===== config.mk =====
export PLATFORM = sky130hd
export DESIGN_NAME = encoder_32to5_scan_flat
export DESIGN_NICKNAME = d
export VERILOG_FILES = /design/src/rtl/encoder_32to5_scan_pkg.sv /design/src/rtl/encoder_32to5_scan_if.sv /design/src/rtl/encoder_32to5_scan_prio.sv /design/src/rtl/encoder_32to5_scan.sv /design/src/flat_wrapper.sv
export SDC_FILE = /design/constraint.sdc
export NUM_CORES = 1
export LEC_CHECK = 0
export ABC_AREA = 1
export BUFFER_PORTS_ARGS = -buffer_cell sky130_fd_sc_hd__buf_2
export CAP_MARGIN = 25
export CORE_AREA = 2 2 59 84
export CTS_BUF_LIST = sky130_fd_sc_hd__clkbuf_2 sky130_fd_sc_hd__clkbuf_4 sky130_fd_sc_hd__clkbuf_8
export DETAILED_ROUTE_END_ITERATION = 12
export DIE_AREA = 0 0 61 86
export PLACE_DENSITY = 0.81
export SLEW_MARGIN = 20
export SYNTH_ARGS = -nofsm -noshare
export SYNTH_HDL_FRONTEND = slang
export SYNTH_SLANG_ARGS = --single-unit

===== constraint.sdc =====
create_clock -name clk -period 2.7 [get_ports clk]
set_input_delay 0.135 -clock clk [delete_from_list [all_inputs] [get_ports clk]]
set_output_delay 0.135 -clock clk [all_outputs]
set_load 0.05 [all_outputs]

===== src/rtl/encoder_32to5_scan_pkg.sv =====
// Shared types and helpers for the 32-to-5 scanning encoder.
package enc_pkg;
  localparam int unsigned N_IN  = 32;
  localparam int unsigned W_OUT = 5;

  typedef enum logic {ST_IDLE, ST_EMIT} state_t;

  function automatic logic popcount_is_one(input logic [N_IN-1:0] v);
    return (v != '0) && ((v & (v - N_IN'(1))) == '0);
  endfunction
endpackage


===== src/rtl/encoder_32to5_scan_if.sv =====
// Input-vector and index-output handshake bundle for encoder_32to5_scan.
interface encoder_32to5_scan_if;
  import enc_pkg::*;

  logic [N_IN-1:0]  din;
  logic             din_valid;
  logic             din_ready;
  logic [W_OUT-1:0] dout;
  logic             dout_valid;
  logic             dout_ready;
  logic             dout_last;

  modport slave (
    input  din, din_valid, dout_ready,
    output din_ready, dout, dout_valid, dout_last
  );

  modport master (
    output din, din_valid, dout_ready,
    input  din_ready, dout, dout_valid, dout_last
  );
endinterface


===== src/rtl/encoder_32to5_scan_prio.sv =====
// Combinational 32-to-5 priority encoder; MSB_FIRST selects the winning end.
module prio_enc_32
  import enc_pkg::*;
#(
  parameter bit MSB_FIRST = 1'b0
) (
  input  logic [N_IN-1:0]  vec,
  output logic [W_OUT-1:0] idx,
  output logic             any
);

  // Later assignments override earlier ones, so the loop order sets the priority.
  always_comb begin
    idx = '0;
    any = |vec;
    for (int unsigned i = 0; i < N_IN; i++) begin
      if (MSB_FIRST) begin
        if (vec[i]) idx = W_OUT'(i);
      end else begin
        if (vec[N_IN-1-i]) idx = W_OUT'(N_IN-1-i);
      end
    end
  end

endmodule


===== src/rtl/encoder_32to5_scan.sv =====
// Scanning encoder: emits the index of each set bit of a captured vector.
// Build option: define ENC_MSB_FIRST_EN to scan highest index first.
module encoder_32to5_scan
  import enc_pkg::*;
(
  input  logic                   clk,
  input  logic                   rst_n,
  input  logic                   en,
  encoder_32to5_scan_if.slave    bus,
  output logic                   none,
  output logic                   busy
);

`ifdef ENC_MSB_FIRST_EN
  localparam bit MSB_FIRST = 1'b1;
`else
  localparam bit MSB_FIRST = 1'b0;
`endif

  state_t           state, state_nx;
  logic [N_IN-1:0]  pend, pend_nx, clr;
  logic [W_OUT-1:0] sel;
  logic             any;
  logic             none_nx;

  prio_enc_32 #(.MSB_FIRST(MSB_FIRST)) u_prio (
    .vec(pend),
    .idx(sel),
    .any(any)
  );

  assign bus.dout       = sel;
  assign bus.dout_valid = (state == ST_EMIT);
  assign busy           = (state == ST_EMIT);
  assign bus.dout_last  = (state == ST_EMIT) && popcount_is_one(pend);
  assign bus.din_ready  = en && rst_n && (state == ST_IDLE);

  always_comb begin
    state_nx = state;
    pend_nx  = pend;
    none_nx  = 1'b0;
    clr      = '0;
    clr[sel] = 1'b1;
    if (!en) begin
      state_nx = ST_IDLE;
      pend_nx  = '0;
    end else begin
      unique case (state)
        ST_IDLE: begin
          if (bus.din_valid) begin
            pend_nx = bus.din;
            if (bus.din != '0) state_nx = ST_EMIT;
            else               none_nx  = 1'b1;
          end
        end
        ST_EMIT: begin
          if (bus.dout_ready && any) begin
            pend_nx = pend & ~clr;
            if (bus.dout_last) state_nx = ST_IDLE;
          end
        end
        default: state_nx = ST_IDLE;
      endcase
    end
  end

  always_ff @(posedge clk or negedge rst_n) begin
    if (!rst_n) begin
      state <= ST_IDLE;
      pend  <= '0;
      none  <= 1'b0;
    end else begin
      state <= state_nx;
      pend  <= pend_nx;
      none  <= none_nx;
    end
  end

endmodule


===== src/flat_wrapper.sv =====
// flat-port wrapper written by rule: the top's interface ports become plain ports
module encoder_32to5_scan_flat import enc_pkg::*;
  (clk, rst_n, en, none, busy, bus_din, bus_din_valid, bus_dout_ready, bus_din_ready, bus_dout, bus_dout_valid, bus_dout_last);
  encoder_32to5_scan_if bus_i ();
  input  logic clk;
  input  logic rst_n;
  input  logic en;
  output logic none;
  output logic busy;
  input wire logic [$bits(bus_i.din)-1:0] bus_din;
  input wire logic [$bits(bus_i.din_valid)-1:0] bus_din_valid;
  input wire logic [$bits(bus_i.dout_ready)-1:0] bus_dout_ready;
  output wire logic [$bits(bus_i.din_ready)-1:0] bus_din_ready;
  output wire logic [$bits(bus_i.dout)-1:0] bus_dout;
  output wire logic [$bits(bus_i.dout_valid)-1:0] bus_dout_valid;
  output wire logic [$bits(bus_i.dout_last)-1:0] bus_dout_last;
  assign bus_i.din = bus_din;
  assign bus_i.din_valid = bus_din_valid;
  assign bus_i.dout_ready = bus_dout_ready;
  assign bus_din_ready = bus_i.din_ready;
  assign bus_dout = bus_i.dout;
  assign bus_dout_valid = bus_i.dout_valid;
  assign bus_dout_last = bus_i.dout_last;
  encoder_32to5_scan u_core (.clk(clk), .rst_n(rst_n), .en(en), .bus(bus_i), .none(none), .busy(busy));
endmodule

==> qor.csv <==
metric,value,unit
Final Util,0.673,
reg2reg start,u_core.pend[12]$_DFFE_PN0P_,
"commonest non-fill, non-tap cell in the layout",nand2_1,
minimum hold slack,0.119,ns
Netlist cell types,31,
worst-margin pin slew,0.563,ns
Routed Antenna Nets,0,
final hold viol count,0,
post-route minimum period,2.79,ns
Sequential Area,851,sq um
largest net degree at the start of global routing,57,
Final Routed Wirelength,7190,um
area grow syn2layout,18.7,%
cells on worst reg2reg path,14,
FMAX,358,MHz
Worst Clk Skew,0.00707,ns
via count,2773,
critical path class,register to output port,
layout cells sized above 1,0.222,
Ys Warns,0,
Hold Path Origin,bus_din[0],
row count,29,
core area,4460,sq um
Hold Path Cell Cnt,3,
status,"finished, violations left",
# diodes,0,
Die Ht,86,um
"area leader, netlist",dfrtp_1,
area occupied by multi-input gates,1460,sq um
fin. max-slew vios,0,
leakage,1.49,nW
max-cap violation count,0,
RSZ-0062 raised after global routing,true,
number of global-route vias before repair,2672,
Yosys reg bits,34,
"Worst Setup Slack, final",-0.0908,ns
Max IR drop VDD,378,uV
startpoint types,register,
Sink Count,34,
Max Root-Sink Buffers,2,
hold crit path type,input pin to register,
htree depth,2,
CP dominant cell by count,nand2_1,
clk_lat worst skew,0.29,ns
HPWL Detailed,5290,um
CP Capture Type,output port,
post-synthesis sequential area ratio,0.336,
total gr overflow,0,
CP Data Required Time,2.57,ns
fillers,420,
CTS tree,yes,
CP peak stage delay,0.45,ns
crit share post-route,1.03,
drt drc,0,
first-pass GRT wire length,11700,um
r2r setup slk,0.28,ns
Die Wd,61,um
fin cells,503,
CTS Root Cell,clkbuf_8,
Routed WL per cell,14.3,um
PortBufs,46,
worst path cell trace,nor2_1 -> nand2_1 -> nor2_1 -> nand2_4 -> nor2_4 -> inv_2 -> nor2_2 -> nand2_1 -> nand2_1 -> inv_1 -> nor4_2 -> nand4_1 -> nor4_4 -> buf_6,
Syn Area/Cell,6.44,sq um
die area,5250,sq um
CP max stage cell,dfrtp_1,
Cells after Synth,393,
DRT Pass-1 Iters,5,
syn_nets,430,
Setup Viol. Count Final,2,
hold endpoint,u_core.pend[0]$_DFFE_PN0P_,
R2R Path End,u_core.bus.dout_valid$_DFF_PN0_,
slew margin rel.,0.625,
TNS Setup,-0.168,ns
"Cell Area, Synth",2530,sq um
post-synth top area share,0.336,
vias per cell,5.51,
routability cong.,0.923,
DRT iter0 DRCs,226,
Starting Density,0.567,
failing checks,setup timing,
CTS Buf Count,5,
"Max FO, Critical Path",5,
placed insts,491,
crit path DAT,2.66,ns
Ports,47,
GRT Overall Usage,0.295,
"Clk pin slew, worst setup/hold paths",0.07,ns
final net count,477,
most frequent cells in the layout,"102 x nand2_1, 44 x buf_2, 41 x inv_1",
antenna violations before repair,0,
Power per Cell Area,542,nW/um^2
top area cells in the synthesized netlist,"dfrtp_1 34%, nand2_1 16%, nand3_1 6.1%, inv_1 6.1%, o21ai_0 4.9%",
-- repair_timing --
item	4_1_cts	5_1_grt
hold buffers	1	0
gates resized for setup	7	4
hold endpoints to repair	34	0
setup endpoints to repair	2	2
setup buffers	2	1
-- cell type report --
type / count / share of cell area
clock inverters: 1 / 0.00167
repair buffers: 57 / 0.108
clock buffers: 7 / 0.0300
well taps: 62 / 0.0258
flip-flops and latches: 34 / 0.283
inverters: 53 / 0.0662
multi-input cells: 289 / 0.485
-- power breakdown --
part	leakage [nW]	switching, mW	internal (mW)
sequential	0.450	0.0381	0.554
clock	0.0517	0.191	0.216
combinational	0.984	0.433	0.197
total	1.49	0.663	0.967
-- cells in the mapped netlist --
master / instances
nor2_2: 7
o21ai_0: 25
clkbuf_1: 8
o2111ai_1: 1
a31oi_1: 3
nor3_1: 2
nor2_4: 3
buf_1: 6
buf_4: 1
a21oi_1: 21
nand2_4: 1
nor3_2: 1
nand2_1: 106
nor4_1: 9
inv_2: 12
a211oi_1: 1
nor2_8: 1
o22ai_1: 1
nor4_2: 1
o211ai_1: 1
buf_2: 2
o21bai_1: 8
nand4_1: 4
dfrtp_1: 34
or2_2: 1
nor2_1: 31
o21ai_1: 23
inv_1: 41
nand3_1: 31
nor4b_2: 1
o31ai_1: 6
-- stage by stage --
stage / instance area, sq um / worst slack, ns / power (mW)
after floorplan: 2540 / 0.0939 / 1.03
after global placement: 2840 / 0.138 / 1.19
after detailed placement: 2840 / 0.0874 / 1.20
after CTS: 2990 / -0.0969 / 1.63
after global routing: 3010 / -0.331 / 1.74
final: 3010 / -0.0908 / 1.63
-- cell families after synthesis --
family	after synthesis	share of synthesized area
AOI/OAI and AO/OA	90	0.197
and+or+nand+nor	199	0.361
buffers and inverters	70	0.106
DFF	34	0.336
-- sequential cells by signal, summed over array words and instances (netlist names) --
| name | cells |
|---|---|
| u_core.none | 1 |
| u_core.pend | 32 |
| u_core.bus.dout_valid | 1 |
-- worst max-delay path by stage --
stage	startpoint	end	depth (start not counted)	slack, ns
2_1_floorplan	u_core.pend[1]$_DFFE_PN0P_	u_core.bus.dout_valid$_DFF_PN0_	16	0.09
3_3_place_gp	u_core.pend[1]$_DFFE_PN0P_	bus_dout_last	16	0.14
3_5_place_dp	u_core.pend[1]$_DFFE_PN0P_	bus_dout_last	16	0.09
4_1_cts	u_core.pend[1]$_DFFE_PN0P_	bus_dout_last	16	-0.1
5_1_grt	u_core.pend[30]$_DFFE_PN0P_	bus_dout[0]	32	-0.33
6_report	u_core.pend[12]$_DFFE_PN0P_	bus_dout_last	14	-0.09
-- critical path: cells and delay by family (launching register included) --
kind / cells / cell delay, ns
AND/OR/NAND/NOR: 11 / 1.59
flip-flops: 1 / 0.45
buffers and inverters: 3 / 0.32
-- metal layers --
layer,track usage,routed length (um),vias up
li1,-,-,1384
met1,0.332,2890,1290
met2,0.519,3770,78
met3,0.0468,311,21
met4,0.142,219,0
met5,0,0,-
Note: power is estimated with default switching activity, not from simulation.
